[config.mk]
export PLATFORM = sky130hd
export DESIGN_NAME = hazard_ctrl
export DESIGN_NICKNAME = d
export VERILOG_FILES = /design/src/rtl/hazard_pkg.sv /design/src/rtl/forward_unit.sv /design/src/rtl/hazard_ctrl.sv
export SDC_FILE = /design/constraint.sdc
export NUM_CORES = 1
export LEC_CHECK = 0
export BUFFER_PORTS_ARGS = -buffer_cell sky130_fd_sc_hd__buf_2
export CAP_MARGIN = 0
export CELL_PAD_IN_SITES_DETAIL_PLACEMENT = 0
export CELL_PAD_IN_SITES_GLOBAL_PLACEMENT = 1
export CORE_MARGIN = 3
export CORE_UTILIZATION = 33
export DETAILED_ROUTE_END_ITERATION = 10
export PLACE_DENSITY = 0.9
export SYNTH_ARGS = -nofsm -noshare
export SYNTH_HDL_FRONTEND = slang
export SYNTH_SLANG_ARGS = --single-unit
[constraint.sdc]
create_clock -name clk -period 2.4 [get_ports clk]
set_input_delay 0.24 -clock clk [delete_from_list [all_inputs] [get_ports clk]]
set_output_delay 0.24 -clock clk [all_outputs]
set_load 0.01 [all_outputs]
[src/rtl/hazard_pkg.sv]
// rtl/hazard_pkg.sv - shared state enum, forward-select constants and producer match helper
package hazard_pkg;

  typedef enum logic {
    RUN   = 1'b0,
    FLUSH = 1'b1
  } hz_state_e;

  localparam logic [1:0] FWD_NONE   = 2'b00;
  localparam logic [1:0] FWD_MEM_WB = 2'b01;
  localparam logic [1:0] FWD_EX_MEM = 2'b10;

  // A producer only counts if it writes a real register (x0 writes are discarded).
  function automatic logic hz_match(input logic       we,
                                    input logic [4:0] rd,
                                    input logic [4:0] rs1,
                                    input logic [4:0] rs2);
    return we && (rd != 5'd0) && ((rd == rs1) || (rd == rs2));
  endfunction

endpackage

[src/rtl/forward_unit.sv]
// rtl/forward_unit.sv - ALU operand forwarding select, EX_MEM result preferred over MEM_WB
module forward_unit
  import hazard_pkg::*;
(
  input  logic [4:0] ex_mem_rd_i,
  input  logic       ex_mem_we_i,
  input  logic [4:0] mem_wb_rd_i,
  input  logic       mem_wb_we_i,
  input  logic [4:0] id_ex_rs1_i,
  input  logic [4:0] id_ex_rs2_i,
  output logic [1:0] forward_a_o,
  output logic [1:0] forward_b_o
);

  function automatic logic [1:0] fwd_sel(input logic [4:0] rs);
    if (ex_mem_we_i && (ex_mem_rd_i != 5'd0) && (ex_mem_rd_i == rs)) begin
      return FWD_EX_MEM;
    end else if (mem_wb_we_i && (mem_wb_rd_i != 5'd0) && (mem_wb_rd_i == rs)) begin
      return FWD_MEM_WB;
    end
    return FWD_NONE;
  endfunction

  always_comb begin
    forward_a_o = fwd_sel(id_ex_rs1_i);
    forward_b_o = fwd_sel(id_ex_rs2_i);
  end

endmodule

[src/rtl/hazard_ctrl.sv]
// rtl/hazard_ctrl.sv - pipeline hazard control: branch flush FSM, stalls, stall counter
// Define HAZARD_CTRL_FORWARD_EN to enable operand forwarding (only load-use then stalls).
module hazard_ctrl
  import hazard_pkg::*;
#(
  parameter int BR_FLUSH_CYCLES = 2,
  parameter int STALL_CNT_W     = 16
) (
  input  logic                   clk,
  input  logic                   reset,
  input  logic [4:0]             IF_ID_rs1,
  input  logic [4:0]             IF_ID_rs2,
  input  logic [4:0]             ID_EX_rs1,
  input  logic [4:0]             ID_EX_rs2,
  input  logic [4:0]             ID_EX_rd,
  input  logic                   ID_EX_MemRead,
  input  logic                   ID_EX_RegWrite,
  input  logic [4:0]             EX_MEM_rd,
  input  logic                   EX_MEM_RegWrite,
  input  logic [4:0]             MEM_WB_rd,
  input  logic                   MEM_WB_RegWrite,
  input  logic                   branch_taken,
  output logic                   pc_write,
  output logic                   IF_ID_write,
  output logic                   IF_ID_flush,
  output logic                   ID_EX_flush,
  output logic [1:0]             forward_a,
  output logic [1:0]             forward_b,
  output logic [STALL_CNT_W-1:0] stall_count
);

  hz_state_e              state_q, state_d;
  logic [2:0]             flush_cnt_q, flush_cnt_d;
  logic [STALL_CNT_W-1:0] stall_count_q, stall_count_d;
  logic                   load_use;
  logic                   stall;
  logic [1:0]             fwd_a_raw;
  logic [1:0]             fwd_b_raw;

  assign load_use = hz_match(ID_EX_MemRead, ID_EX_rd, IF_ID_rs1, IF_ID_rs2);

`ifdef HAZARD_CTRL_FORWARD_EN
  logic unused_regwrite;
  assign unused_regwrite = ID_EX_RegWrite;
  assign stall = load_use;

  forward_unit u_forward_unit (
    .ex_mem_rd_i (EX_MEM_rd),
    .ex_mem_we_i (EX_MEM_RegWrite),
    .mem_wb_rd_i (MEM_WB_rd),
    .mem_wb_we_i (MEM_WB_RegWrite),
    .id_ex_rs1_i (ID_EX_rs1),
    .id_ex_rs2_i (ID_EX_rs2),
    .forward_a_o (fwd_a_raw),
    .forward_b_o (fwd_b_raw)
  );
`else
  // Without forwarding every in-flight producer blocks decode until it retires.
  logic unused_rs;
  assign unused_rs = ^{ID_EX_rs1, ID_EX_rs2};
  assign stall = load_use
              || hz_match(ID_EX_RegWrite,  ID_EX_rd,  IF_ID_rs1, IF_ID_rs2)
              || hz_match(EX_MEM_RegWrite, EX_MEM_rd, IF_ID_rs1, IF_ID_rs2)
              || hz_match(MEM_WB_RegWrite, MEM_WB_rd, IF_ID_rs1, IF_ID_rs2);
  assign fwd_a_raw = FWD_NONE;
  assign fwd_b_raw = FWD_NONE;
`endif

  always_comb begin
    state_d     = state_q;
    flush_cnt_d = flush_cnt_q;
    pc_write    = 1'b1;
    IF_ID_write = 1'b1;
    IF_ID_flush = 1'b0;
    ID_EX_flush = 1'b0;
    unique case (state_q)
      RUN: begin
        if (branch_taken) begin
          IF_ID_flush = 1'b1;
          ID_EX_flush = 1'b1;
          if (BR_FLUSH_CYCLES > 1) begin
            state_d     = FLUSH;
            flush_cnt_d = 3'(BR_FLUSH_CYCLES - 1);
          end
        end else if (stall) begin
          pc_write    = 1'b0;
          IF_ID_write = 1'b0;
          ID_EX_flush = 1'b1;
        end
      end
      FLUSH: begin
        IF_ID_flush = 1'b1;
        ID_EX_flush = 1'b1;
        flush_cnt_d = flush_cnt_q - 3'd1;
        if (flush_cnt_q == 3'd1) begin
          state_d = RUN;
        end
      end
      default: state_d = RUN;
    endcase
    if (!reset) begin
      pc_write    = 1'b0;
      IF_ID_write = 1'b0;
      IF_ID_flush = 1'b0;
      ID_EX_flush = 1'b0;
    end
  end

  always_comb begin
    stall_count_d = stall_count_q;
    if (!pc_write && (stall_count_q != '1)) begin
      stall_count_d = stall_count_q + STALL_CNT_W'(1);
    end
  end

  always_ff @(posedge clk or negedge reset) begin
    if (!reset) begin
      state_q       <= RUN;
      flush_cnt_q   <= 3'd0;
      stall_count_q <= '0;
    end else begin
      state_q       <= state_d;
      flush_cnt_q   <= flush_cnt_d;
      stall_count_q <= stall_count_d;
    end
  end

  assign forward_a   = reset ? fwd_a_raw : FWD_NONE;
  assign forward_b   = reset ? fwd_b_raw : FWD_NONE;
  assign stall_count = stall_count_q;

endmodule

# After elaboration in Yosys (flattened, before gate mapping)
# Index checks and enable logic that the tools add are counted.
# classes
reduce_logical	19
order_cmp	0
n_shift	0
addsub	2
n_div	0
mux	15
n_bitwise	1
multipliers	0
eq_ne	9
# ops
cell	count
equality test 5 bit	6
adder 16 x 1 -> 16 bit (second input constant)	1
inequality test 16 bit (second input constant)	1
nonzero test 5 bit	3
2-to-1 mux 1 bit	10
logical AND 1 bit	9
logical OR 1 bit	6
one-hot mux 1 bit (2 select lines)	3
one-hot mux 3 bit (2 select lines)	1
equality test 3 x 1 -> 1 bit (second input constant)	1
2-to-1 mux 3 bit	1
subtractor 3 x 1 -> 3 bit (second input constant)	1
inequality test 2 bit (second input constant)	1
zero test 1 bit	1
inverter 1 bit	1
# word_totals
n_memories	0
mem_bits_rw	0
wordCells	49
latchBits	0
output_inout_bits	24
in_bits	42
rom_bits	0
reg_bits	20

# Longest topological paths before layout
# Gate-level depths: netlist of the first run.
# depth
word_depth	12
depth_mapped	8

# Worst setup path before layout of the first run
# No wires, ideal clock.
# synth_timing
kind	register to register
startpoint	register stall_count_q[0], in the netlist stall_count[0]
endpoint	register stall_count_q[4], in the netlist stall_count[4]
synth_period_minus_slack_ns	1.799
arrival_ns	1.672
setup_slack_ns	0.601
path_stages_with_launch	8
path_cell_list	dfrtp_1 > ha_1 > nand2_1 > nor3_1 > a31oi_1 > o31ai_4 > or3_1 > xnor2_1
# synth_between
elab_chain_cells	2
# synth_rtl
element	line_no	rtl
start: declaration	hazard_ctrl.sv:34	logic [STALL_CNT_W-1:0] stall_count_q, stall_count_d;
start signal: assignment	hazard_ctrl.sv:124	stall_count_q <= stall_count_d;
parallel branches: the longest is 2 deep, another holds adder 16 x 1 -> 16 bit	-	
# Several ways; the timed one is not identified.
# A chain may end at the register's enable or synchronous reset.

# Worst setup path in the final report of the first run
# layout_timing
startpoint	register stall_count_q[0], in the netlist stall_count[0]
endpoint	register stall_count_q[13], in the netlist stall_count[13]
# Same word-level chain as after synthesis.

==> results of run 1 <==
-- sequential cells by signal, summed over array words and instances, names as in the netlist --
name         flops
state_q          1
flush_cnt_q      3
stall_count     16
-- layer usage --
layer  global-route usage, %  wire, microns
met5                       0              0
met4                   6.472             93
met3                   3.551            140
met2                   23.47           1632
met1                   16.06           1384
-- per-stage QoR --
stage | cells | hold slack [ps]
floorplan | 156 | -55.59
global placement | 253 | 236.7
detailed placement | 253 | 241.2
CTS | 257 | 200.7
global route | 257 | 200.8
finish | 257 | 203.4
-- power by group through the flow --
stage	combinational [W]	clock, W	sequential (W)
after floorplan	0.000315	0	0.000606
final	0.000526	0.000215	0.000593
after global routing	0.000603	0.000236	0.000620
after CTS	0.000536	0.000225	0.000596
after global placement	0.000517	0	0.000598
after detailed placement	0.000532	0	0.000601
-- cell type report --
class | count | area, sq um | share of cell area (%)
repair buffers | 55 | 287.8 | 16.42
multi-input cells | 122 | 834.6 | 47.61
flip-flops and latches | 20 | 500.5 | 28.55
well taps | 50 | 62.56 | 3.569
inverters | 7 | 26.28 | 1.499
clock buffers | 3 | 41.29 | 2.355
-- layout by cell type (no fill, tap or decap), types with 3 or more instances in the layout --
| master | count |
|---|---|
| xnor2_1 | 8 |
| buf_2 | 51 |
| conb_1 | 4 |
| a21oi_1 | 3 |
| ha_1 | 3 |
| or4_1 | 3 |
| buf_4 | 3 |
| inv_1 | 7 |
| dfrtp_1 | 20 |
| nor3_1 | 15 |
| clkbuf_8 | 3 |
| nand2_1 | 5 |
| xor2_1 | 38 |
| nor2_1 | 14 |
| nand3_1 | 10 |
-- worst paths after layout --
| kind | start | endpoint | slack, ps | cells after the start |
|---|---|---|---|---|
| worst max-delay path | stall_count[0]$_DFFE_PN0P_ | stall_count[13]$_DFFE_PN0P_ | 420 | 8 |
| worst max register to register | stall_count[0]$_DFFE_PN0P_ | stall_count[13]$_DFFE_PN0P_ | 420 | 8 |
| max in group asynchronous | reset | stall_count[6]$_DFFE_PN0P_ | 1690 | 3 |
| worst min register to register | stall_count[12]$_DFFE_PN0P_ | stall_count[12]$_DFFE_PN0P_ | 490 | 1 |
| min in group asynchronous | reset | stall_count[12]$_DFFE_PN0P_ | 500 | 3 |
| worst min-delay path | branch_taken | flush_cnt_q[1]$_DFFE_PN0N_ | 200 | 2 |
-- logic make-up (layout without fill, tap and decap cells) --
kind of cell	after synthesis	in the layout	share of synthesized area, %
and+or+nand+nor	53	53	18.29
muxes	1	1	0.8028
xor gates and xnor gates	46	46	28.72
other	1	4	0.2674
adders and majority gates	3	3	2.676
AOI/OAI and AO/OA	15	15	7.939
buffers and inverters	14	65	5.620
DFF	20	20	35.68
-- repair_timing --
item	4_1_cts	5_1_grt
endpoints found under the hold margin	20	0
setup endpoints to repair	0	0
hold buffers	1	0
==> flow_metrics.py, run 1 <==
metrics = {
    "critical_path": {
        "cp_num_buf_inv": 1,
        "worstPathRequired_ps": 2580,
        "crit_path_cell_trace": "ha_1 -> nand2_1 -> nor3_1 -> a31oi_1 -> o31ai_4 -> buf_4 -> nor4_1 -> xor2_1",
        "crit_path_max_fanout": 7,
        "cpMaxStageDelayCell": "dfrtp_1",
        "arrival_ps": 2160,
        "cp-end-kind": "flip-flop",
        "cpPeakStageDelay_ps": 430,
        "path_class": "reg -> reg",
        "worstSetupStartpointType": "flip-flop",
        "path_delay_family": "simple AND/OR/NAND/NOR gates",
    },
    "logic_synthesis": {
        "seq_area_frac_synth_pct": 35.68,
        "syn_inst": 153,
        "synthArstFlopShare_pct": 100.0,
        "ys.flop_type": "dfrtp_1",
        "yosys.cell_types.count": 29,
        "yosysTopAreaCellShare_pct": 35.68,
        "ys_warn_count": 0,
        "synth_area_leaders": "dfrtp_1 (36%), xor2_1 (24%), nor3_1 (5.4%)",
        "yosysMostFrequentCell": "xor2_1",
        "yosysTopAreaCell": "dfrtp_1",
        "synth_common_cells": "xor2_1 (38), dfrtp_1 (20), nor3_1 (15)",
        "synth-seq-cells": 20,
        "synth-edff-count": 0,
        "avgSynthCellArea_sq_um": 9.167,
        "synth.cell_area_sq_mm": 0.001403,
    },
    "routing": {
        "avgViaCountPerCell": 4.813,
        "wl_per_cell_microns": 12.65,
        "routed_wl_mm": 3.250,
        "drc": 0,
        "ant_nets": 0,
        "dr.pass1.iters": 4,
        "num_vias": 1237,
        "drt_iter0_drc": 36,
    },
    "global_routing": {
        "grt_antenna_before_repair": 0,
        "grt_max_degree": 22,
        "grt_pass1_vias": 1289,
        "overflow": 0,
        "grt_pass1_wl_mm": 5.568,
        "track_usage_pct": 13.78,
    },
    "clocking": {
        "ctsResizeCount": 0,
        "numCtsBuffers": 3,
        "clk_pin_slew_ps": 70,
        "clk_latency_ps": 250,
        "cts_max_path_buffers": 2,
        "cts-root-buf": "clkbuf_8",
        "cts_tree": "done",
        "post-cts-setup-buffer-count": 0,
        "htree_levels": 1,
        "cts.sink_count": 20,
    },
    "floorplan": {
        "dieHeight_microns": 71.20,
        "initial_utilization_pct": 34.57,
        "rows": 23,
        "dieArea_sq_mm": 0.005069,
        "io-pin-count": 66,
        "core_sq_mm": 0.004058,
        "fp.dieW_microns": 71.20,
    },
    "power_and_ir_drop": {
        "peakVddDrop_uv": 465.0,
        "totalPowerFinal_w": 0.001334,
        "internal_power_w": 0.0008188,
        "p_leak_nw": 0.8380,
        "power.density_mw_per_mm2": 761.0,
        "seq_power_share_pct": 44.4,
        "switching_share_pct": 38.62,
        "pwr-share-clk_pct": 16.1,
        "power_frac_comb_pct": 39.4,
        "p_switching_w": 0.0005153,
    },
    "sta": {
        "rsz0062_at_grt": "false",
        "setup_viol": 0,
        "finalSetupTns_ps": 0,
        "skew_ps": 0.9684,
        "slew_viol_final": 0,
        "period_share_pct": 82.31,
        "max_freq_mhz": 506.2,
        "finalHoldViolCount": 0,
        "fin_ws_ps": 424.5,
        "finalCriticalPeriod_ps": 1975,
    },
    "finish": {
        "drive_gt1_share_pct": 28.50,
        "final_nets": 254,
        "diodes": 0,
        "final_cell_area_sq_mm": 0.001753,
        "syn_to_final_growth_pct": 24.98,
        "fillers": 406,
        "final_util_pct": 43.20,
    },
    "placed_design": {
        "placed_cell_area_sq_mm": 0.001702,
        "io_buffer_count": 51,
        "dp_hpwl_mm": 2.673,
        "gp_congestion": 0.9359,
        "dp_slack_ps": 238.4,
    },
    "job": {
        "cap_violations": 0,
    },
    "hold_path": {
        "hold_path_class": "in -> reg",
    },
    "outcome": {
        "status": "completed",
    },
}
Power figures use the tool's default switching activity.
==> run 2, diff against run 1 <==
==> constraint.sdc (replaced) <==
create_clock -name clk -period 2 [get_ports clk]
set_input_delay 0.2 -clock clk [delete_from_list [all_inputs] [get_ports clk]]
set_output_delay 0.2 -clock clk [all_outputs]
set_load 0.01 [all_outputs]
==> flow_metrics.py, run 2 (synthesized netlist as in run 1, its figures left out) <==
metrics = {
    "global_routing": {
        "overflow": 0,
        "grt_max_degree": 22,
        "grt_antenna_before_repair": 0,
        "grt_pass1_wl_mm": 5.609,
        "track_usage_pct": 13.56,
        "grt_pass1_vias": 1285,
    },
    "routing": {
        "dr.pass1.iters": 4,
        "routed_wl_mm": 3.338,
        "ant_nets": 0,
        "drc": 0,
        "num_vias": 1284,
        "drt_iter0_drc": 50,
        "avgViaCountPerCell": 4.738,
        "wl_per_cell_microns": 12.32,
    },
    "clocking": {
        "clk_latency_ps": 250,
        "numCtsBuffers": 3,
        "htree_levels": 1,
        "cts_tree": "done",
        "cts_max_path_buffers": 2,
        "cts-root-buf": "clkbuf_8",
        "clk_pin_slew_ps": 70,
        "cts.sink_count": 20,
    },
    "critical_path": {
        "cp-end-kind": "flip-flop",
        "arrival_ps": 2050,
        "path_class": "in -> reg",
        "crit_path_max_fanout": 4,
        "r2r_slack_ps": 130,
        "worstSetupStartpointType": "input port",
        "worstPathRequired_ps": 2140,
    },
    "placed_design": {
        "dp_hpwl_mm": 2.867,
        "place_inst": 267,
        "io_buffer_count": 51,
        "gp_congestion": 0.8780,
        "dp_slack_ps": -35.74,
    },
    "power_and_ir_drop": {
        "peakVddDrop_uv": 518.6,
        "power.density_mw_per_mm2": 913.5,
        "switching_share_pct": 37.69,
        "p_leak_nw": 0.9073,
        "power_frac_comb_pct": 45.6,
        "pwr-share-clk_pct": 15.1,
        "p_switching_w": 0.0006440,
        "internal_power_w": 0.001065,
        "seq_power_share_pct": 39.3,
    },
    "finish": {
        "layout_commonest_cell": "buf_2",
        "final_nets": 268,
        "final_cell_mix": "buf_2 (51), xor2_1 (38), dfrtp_1 (20), buf_4 (17), nor3_1 (15)",
        "final_util_pct": 46.10,
        "drive_gt1_share_pct": 33.94,
        "syn_to_final_growth_pct": 33.36,
        "largest_register_ffs": 16,
        "diodes": 0,
        "finalNonFillerCells": 271,
    },
    "sta": {
        "skew_ps": 4.119,
        "fin_ws_ps": 91.18,
        "finalCriticalPeriod_ps": 1909,
        "max_freq_mhz": 523.9,
        "setup_viol": 0,
        "timing.hold.ws_ps": 158.8,
        "period_share_pct": 95.44,
        "slew_viol_final": 0,
        "rsz0062_at_grt": "false",
        "finalHoldViolCount": 0,
    },
    "job": {
        "cap_violations": 0,
    },
    "floorplan": {
        "core_sq_mm": 0.004058,
        "initial_utilization_pct": 34.57,
        "dieHeight_microns": 71.20,
        "fp.dieW_microns": 71.20,
        "io-pin-count": 66,
        "rows": 23,
        "dieArea_sq_mm": 0.005069,
    },
    "outcome": {
        "status": "completed",
    },
    "hold_path": {
        "hold_path_class": "in -> reg",
    },
}
run 2: changes by cell type in the layout (fill, tap and decap cells not counted), sizes merged:
cell  delta
buf     +14
run 2: per-stage QoR:
step	area, sq um	setup TNS, ps	total power, W
CTS	1858	0	0.001732
global route	1871	0	0.001856
global placement	1807	-111.3	0.001435
floorplan	1414	0	0.001106
finish	1871	0	0.001709
detailed placement	1807	-122.4	0.001463
run 2: cell type report:
class | instances | area [sq um]
timing repair buffer | 69 | 392.9
inverter | 7 | 26.28
fill | 391 | 2187
tap | 50 | 62.56
clock buffer | 3 | 41.29
multi-input combinational | 122 | 847.1
sequential | 20 | 500.5
run 2: metal layers:
layer	track usage, %	share of wire, %	vias to the layer above
met2	23.06	51	36
li1	-	-	651
met1	16.52	42	593
met3	4.830	6.0	4
met4	2.714	1.0	0
met5	0	0	-
run 2: power groups by stage:
stage	combinational (W)	clock, W	sequential (W)
3_3_place_gp	0.000763	0	0.000673
6_report	0.000780	0.000257	0.000672
2_1_floorplan	0.000378	0	0.000728
3_5_place_dp	0.000785	0	0.000678
4_1_cts	0.000790	0.000271	0.000671
5_1_grt	0.000877	0.000284	0.000695
run 2: final timing paths:
kind                                              from                          end  depth (start not counted)
max                                              reset   stall_count[4]$_DFFE_PN0P_                          9
min                                       branch_taken   flush_cnt_q[1]$_DFFE_PN0N_                          2
max reg2reg                 stall_count[9]$_DFFE_PN0P_   stall_count[4]$_DFFE_PN0P_                          8
min reg2reg                stall_count[12]$_DFFE_PN0P_  stall_count[12]$_DFFE_PN0P_                          1
max in group asynchronous                        reset   stall_count[1]$_DFFE_PN0P_                          3
min in group asynchronous                        reset   flush_cnt_q[2]$_DFFE_PN0N_                          3
run 2: worst max-delay path: stages:
cell and delay (ps):
dlygate4sd3_1 530, buf_2 130, inv_1 140, nor2_1 100, a31oi_2 200, o31ai_4 130, buf_4 160, or3_1 320
xnor2_1 130
run 2: repair_timing:
item	in CTS	in global routing
endpoints found under the hold margin	20	0
endpoints found under the setup margin	0	7
resized for setup	0	2
setup buffers	0	0
hold buffers	1	0
